### config.mk
export PLATFORM = sky130hd
export DESIGN_NAME = i2s_trnmtr_ctrl
export DESIGN_NICKNAME = d
export VERILOG_FILES = /design/src/rtl/i2s_trnmtr_ctrl.sv
export SDC_FILE = /design/constraint.sdc
export NUM_CORES = 1
export LEC_CHECK = 0
export ABC_CLOCK_PERIOD_IN_PS = 3500
export CORE_MARGIN = 1
export CORE_UTILIZATION = 25
export DETAILED_ROUTE_END_ITERATION = 12
export PLACE_DENSITY_LB_ADDON = 0.12
export RECOVER_POWER = 25
export SYNTH_ARGS = -nofsm -noshare
export SYNTH_HDL_FRONTEND = slang
export SYNTH_SLANG_ARGS = --single-unit
### constraint.sdc
create_clock -name clk -period 3.5 [get_ports clk]
set_clock_uncertainty 0.2 [all_clocks]
set_input_delay 0.7 -clock clk [delete_from_list [all_inputs] [get_ports clk]]
set_output_delay 0.7 -clock clk [all_outputs]
set_load 0.05 [all_outputs]
### src/rtl/i2s_trnmtr_ctrl.sv
`default_nettype none
// ============================================================================
// Module      : i2s_trnmtr_ctrl
// Description : Timing and sample-sequencing controller for the I2S transmit
//               path. Divides clk into sck/ws, accepts stereo pairs over a
//               valid/ready handshake and drives the load/shift strobes of a
//               downstream 32-bit shift register for standard I2S framing.
// Revision    : 1.0 - initial release
// ============================================================================
module i2s_trnmtr_ctrl #(
  parameter int CLK_DIV = 4
) (
  input  logic        clk,
  input  logic        n_rst,
  input  logic        enable,
  input  logic [31:0] left_in,
  input  logic [31:0] right_in,
  input  logic        sample_valid,
  output logic        sample_ready,
  output logic [31:0] data_out,
  output logic        load,
  output logic        shift,
  output logic        sck,
  output logic        ws,
  output logic        underrun
);

  localparam int              DW        = (CLK_DIV > 2) ? $clog2(CLK_DIV) : 1;
  localparam logic [DW-1:0]   DIV_LAST  = DW'(CLK_DIV - 1);
  localparam logic [4:0]      SLOT_LAST = 5'd31;
  localparam logic [4:0]      SLOT_LOAD = 5'd1;

  localparam logic [1:0]      IDLE      = 2'd0;
  localparam logic [1:0]      RUN       = 2'd1;
  localparam logic [1:0]      FLUSH     = 2'd2;

  logic [1:0]    state;
  logic [DW-1:0] div_cnt;
  logic [4:0]    slot;
  logic [4:0]    slot_next;
  logic [31:0]   left_hold;
  logic [31:0]   right_hold;
  logic          fall;
  logic          run_fall;
  logic          frame_end;
  logic          capture;

  // Event decode and the combinational strobes issued in the sck-fall cycle
  always_comb begin
    fall         = (state != IDLE) && (div_cnt == DIV_LAST) && sck;
    run_fall     = fall && (state == RUN);
    slot_next    = slot + 5'd1;
    // Right-channel slot 31 wrapping back to a new left half-frame
    frame_end    = run_fall && (slot == SLOT_LAST) && ws;
    capture      = frame_end && enable;
    sample_ready = capture;
    underrun     = capture && !sample_valid;
    load         = run_fall && (slot_next == SLOT_LOAD);
    shift        = run_fall && (slot_next != SLOT_LOAD);
  end

  // Clock divider: produces sck while running, parked low in IDLE
  always_ff @(posedge clk or negedge n_rst) begin
    if (!n_rst) begin
      div_cnt <= '0;
      sck     <= 1'b0;
    end else if (state == IDLE) begin
      div_cnt <= '0;
      sck     <= 1'b0;
    end else if (div_cnt == DIV_LAST) begin
      div_cnt <= '0;
      sck     <= ~sck;
    end else begin
      div_cnt <= div_cnt + DW'(1);
    end
  end

  // Frame sequencer: state, bit slot and word select
  always_ff @(posedge clk or negedge n_rst) begin
    if (!n_rst) begin
      state <= IDLE;
      slot  <= SLOT_LAST;
      ws    <= 1'b1;
    end else begin
      case (state)
        IDLE: begin
          if (enable) state <= RUN;
        end
        RUN: begin
          if (run_fall) begin
            slot <= slot_next;
            if (slot == SLOT_LAST) begin
              // Stopping holds ws high so FLUSH clocks out the right LSB
              if (ws && !enable) state <= FLUSH;
              else               ws    <= ~ws;
            end
          end
        end
        FLUSH: begin
          if (fall) begin
            state <= IDLE;
            slot  <= SLOT_LAST;
            ws    <= 1'b1;
          end
        end
        default: state <= IDLE;
      endcase
    end
  end

  // Sample holding registers, loaded (or zeroed on underrun) at frame start
  always_ff @(posedge clk or negedge n_rst) begin
    if (!n_rst) begin
      left_hold  <= '0;
      right_hold <= '0;
    end else if (capture) begin
      left_hold  <= sample_valid ? left_in  : 32'd0;
      right_hold <= sample_valid ? right_in : 32'd0;
    end
  end

  // Registered channel mux feeding the shift register parallel input
  always_ff @(posedge clk or negedge n_rst) begin
    if (!n_rst) data_out <= '0;
    else        data_out <= ws ? right_hold : left_hold;
  end

endmodule
`default_nettype wire
# After elaboration in Yosys (flattened, before gate mapping)
# Index checks and enable logic that the tools add are counted.
dict set report classes {
  bitwise_logic 2
  n_mux 21
  add_sub_neg 2
  n_eq_ne 12
  n_reduce_logical 19
}
# operator n
set op_table {}
lappend op_table {{two-way mux 32 bit} 3}
lappend op_table {{two-way mux 2 bit} 7}
lappend op_table {{logical AND 1 bit} 10}
lappend op_table {{two-way mux 5 bit} 2}
lappend op_table {{one-hot mux 5 bit (2 select lines)} 1}
lappend op_table {{AND reduction 5 bit} 2}
lappend op_table {{inequality test 2 bit (second input constant)} 4}
lappend op_table {{two-way mux 1 bit} 6}
lappend op_table {{one-hot mux 2 bit (3 select lines)} 1}
lappend op_table {{nonzero test 2 bit} 3}
lappend op_table {{adder 5 x 1 -> 5 bit (second input constant)} 1}
lappend op_table {{== test 5 x 1 -> 1 bit (second input constant)} 1}
lappend op_table {{== test 5 bit (second input constant)} 1}
lappend op_table {{inequality test 5 x 1 -> 1 bit (second input constant)} 1}
lappend op_table {{== test 2 bit (second input constant)} 2}
lappend op_table {{inequality test 2 x 1 -> 1 bit (second input constant)} 2}
lappend op_table {{AND reduction 3 bit} 1}
lappend op_table {{adder 2 x 1 -> 2 bit (second input constant)} 1}
lappend op_table {{== test 2 x 1 -> 1 bit (second input constant)} 1}
lappend op_table {{logical NOT 1 bit} 2}
lappend op_table {{logical NOT 2 bit} 1}
lappend op_table {{NOT 1 bit} 2}
lappend op_table {{one-hot mux 1 bit (2 select lines)} 1}
dict set report word_totals {
  reg_bits 107
  out_inout_bits 38
  in_bits 68
}

# Logic depth before layout (Yosys ltp)
dict set report logic_depth {
  depth_word 8
  mapped_depth 8
  mapped_depth_nobuf 6
}

# Worst setup path after synthesis
# OpenSTA, ideal clock, no wires.
dict set report synth_path {
  path_type {flip-flop to output port}
  startpoint {register slot[0]}
  endpoint {output port underrun}
  setup_slack_ps 11
  path_buffers 2
  path_stages_with_launch 8
  arrival_time_ps 2589
  cell_sequence {dfstp_2 ha_1 and3_1 ha_1 nand3_1 buf_2 buf_1 nor3_1}
}
dict set report synth_between {
  elab_chain_cells 5
}
# element line_no
set synth_lines {}
lappend synth_lines {{from (decl)} 39} ;# logic [4:0] slot;
lappend synth_lines {{from (signal assigned)} 91} ;# slot <= slot_next;
lappend synth_lines {{== test 5 bit} 54} ;# frame_end = run_fall && (slot == SLOT_LAST) && ws;
lappend synth_lines {{logical AND 1 bit (2 in a row)} 54}
lappend synth_lines {{logical AND 1 bit} 55} ;# capture = frame_end && enable;
lappend synth_lines {{logical AND 1 bit} 57} ;# underrun = capture && !sample_valid;
lappend synth_lines {{to (decl)} 25} ;# output logic underrun
# No other way between the ends.

# Worst setup path after layout
dict set report layout_path {
  startpoint {register slot[0]}
  endpoint {output port shift}
}
dict set report layout_between {
  elab_chain_cells 3
}
# element line_no
set layout_lines {}
lappend layout_lines {{adder 5 x 1 -> 5 bit} 52} ;# slot_next = slot + 5'd1;
lappend layout_lines {{inequality test 5 x 1 -> 1 bit} 59} ;# shift = run_fall && (slot_next != SLOT_LOAD);
lappend layout_lines {{logical AND 1 bit} 59}
lappend layout_lines {{to (decl)} 22} ;# output logic shift,
# No other way between the ends.

==> metrics.txt <==
WP depth=6; Min Clock Period, post-route=3.390 ns; Leak Pwr=2.678 nW; dpl hpwl=7139 um; Avg Cell Area, Syn=10.91 sq um; postcts setup bufs=0; die height=139.3 um; prevailing post-synth register cell=dfrtp_1; largest family of logic cells by synthesized area=compound AO/OA/AOI/OAI gates; worst-path maximum fanout=7; hold path depth=1; Yosys top cell by area=dfrtp_1; worst slew pin tran=1.386 ns; worst setup path category=reg -> out; CP most frequent cell=ha_1; Buffers & Inverters on Critical Path=1; mux cell area share after synthesis=0.07617; max frequency=0.2950 GHz; slowest CP cell=dfstp_2; Worst Path Arrival=2.49 ns; vias in the first global route=3543; worst hold path type=reg -> reg; core area=18210 sq um; clock sinks=107; syn nets=504; Tcrit/Tclk final=0.9685; Fin. Hold Viols=0; internal power=2.120 mW; PwrDens=493.1 nW/um^2; Total Nets Final=587; Clock Path Buffers=2; EDFF count, synth=0; Synth top cells by count=dfrtp_1, nand2_1, o21ai_0, o31ai_1, mux2_2; Cell Rows=49; GRT Util Overall=0.1253; register area share after synthesis=0.5695; max-cap violations=0; clk_lat worst skew=0.35 ns; 1st-iter DRT viols=189; CTS buffer count=9; Synth cell types=38; Layout fillers=1832; Placed Area=5927 sq um; RSZ-0062 raised after global routing=false; critical path capture point type=primary output; Synth async-reset ratio=1.000; Post-Synth Adder-Cell Area=0.01062; Wirelength per Cell=15.36 um; ranking of synthesized cells by area=dfrtp_1, o31ai_1, mux2_2; mapped cell area=4715 sq um; ant diodes=0; drt first pass iters=4; Pwr Total=3.062 mW; Net Sw Power=0.9421 mW; ANT nets after route=0; most frequent cell after synthesis=dfrtp_1; sw frac=0.3077; crit start category=flip-flop; crit-path leading delay family=flip-flops; Final Setup Violations=0; gr ovfl total=0; CTS tree=done; die span in x=139.3 um; Synth Area in Compound Gates=0.1935; CTS clk-pin slew, worst paths=0.07 ns; outcome=complete, no violations; Final Worst Setup Slack=0.1102 ns; IO buf count=105; count of final max-slew check failures=0; R2R depth=7; top cell type's share of synthesized area=0.5361; dpl ws=0.1914 ns; io pins=106; share of cells above drive strength 1=0.1346; Synth Area in Simple Gates=0.08891; Synth Instances=432; setup TNS=0 ns; Gate power share=0.215; Layout area overhead=31.71%; clock network power share=0.343; largest net degree at the start of global routing=74; post-CTS sizing=1; DR DRC count=0; Initial Utilization=0.2589; hold buffers post-CTS=0; WL final=11500 um; Post-Synth XOR/XNOR Area=0.005573; Peak supply drop=0.2417 mV; via count=3416; Largest stage delay, worst path=0.59 ns; Warnings, synthesis=0; root cell of the clock tree=clkbuf_16; Crit path required time=2.60 ns; initial antenna violation count=0; die area=19410 sq um; Worst slew margin=0.07578; first-pass GRT wire length=18950 um; Seq pwr share=0.442; FF+latch count, synth=107; final RePlAce weighted congestion=0.7504; vias per cell=4.561; worst path cell trace=ha_1, and3_1, ha_1, nand2b_1, o311a_1, dlygate4sd2_1; Final Core Density=0.3410; H-tree depth=3; Finished Cell Area=6210 sq um
cells by family after synthesis:
family	count (synthesis)
AND/OR/NAND/NOR	93
buffers and inverters	48
adder cells (fa/ha/maj)	4
AO/OA/AOI/OAI	145
multiplexers	32
flip-flops	107
XOR/XNOR	3
per-layer routing:
metal	vias to the layer above	track usage	part of all wire
li1	1704	-	-
met1	1625	0.1716	0.50
met2	75	0.1907	0.45
met3	12	0.02168	0.036
met4	0	0.06140	0.019
met5	-	0	0
sequential cells by signal (all words and copies together), names as in the netlist:
name        flops
ws              1
sck             1
data_out       32
left_hold      32
state           2
right_hold     32
slot            5
div_cnt         2
power by group through the flow:
stage	sequential [mW]	combinational, mW	clock (mW)
after global placement	1.37	0.677	0
after CTS	1.35	0.679	1.10
after floorplan	1.39	0.507	0
after global routing	1.36	0.744	1.14
after detailed placement	1.38	0.681	0
final	1.35	0.659	1.05
cell usage in the layout (no fill, tap or decap), types with 2 or more instances in the layout:
cell             synthesis  routed
a21oi_1                  6       6
and3_1                   2       2
buf_12                   0       3
buf_4                    1       7
clkbuf_1                21       2
clkbuf_16                0       9
clkbuf_2                 1       2
clkbuf_8                 0       2
clkdlybuf4s50_1          0      99
clkinv_2                 0       2
dfrtp_1                101     101
dfstp_2                  6       5
ha_1                     4       4
inv_1                    6       6
mux2_2                  31      31
nand2_1                 67      67
nand2b_1                 3       3
nor2_1                   8       8
nor3_1                   3       3
o21ai_0                 64      64
o21ai_1                  2       2
o22ai_1                  3       3
o31ai_1                 64      64
or2_2                    2       2
xnor2_1                  2       2
worst paths after layout:
kind	startpoint	to	slack, ns
worst max-delay path	slot[0]	shift	0.11
worst min-delay path	div_cnt[0]	div_cnt[0]	0.24
worst max register to register	slot[0]	left_hold[29]	1.06
worst min register to register	div_cnt[0]	div_cnt[0]	0.24
max in group asynchronous	n_rst	right_hold[10]	0.60
min in group asynchronous	n_rst	left_hold[25]	0.45
stage by stage:
step	hold WS, ns	instances
2_1_floorplan	0.2044	432
3_3_place_gp	0.2295	733
3_5_place_dp	0.2390	733
4_1_cts	0.2173	749
5_1_grt	0.2590	749
6_report	0.2409	749
cell type report:
cell class	count	area, sq um	share of cell area
timing repair buffer	114	1131	0.1821
inverter	6	22.52	0.003627
clock inverter	4	48.80	0.007858
clock buffer	12	256.5	0.04131
multi-input combinational	277	1779	0.2865
sequential	107	2685	0.4324
tap	229	286.5	0.04614
worst reg2reg max path, cell delays in order (launching register included):
cell and delay [ns]:
dfstp_2 0.59, ha_1 0.23, and3_1 0.18, ha_1 0.25, nand3_4 0.12, buf_4 0.36, o21ai_0 0.27, o31ai_1 0.10
Note: power is estimated with default switching activity, not from simulation.
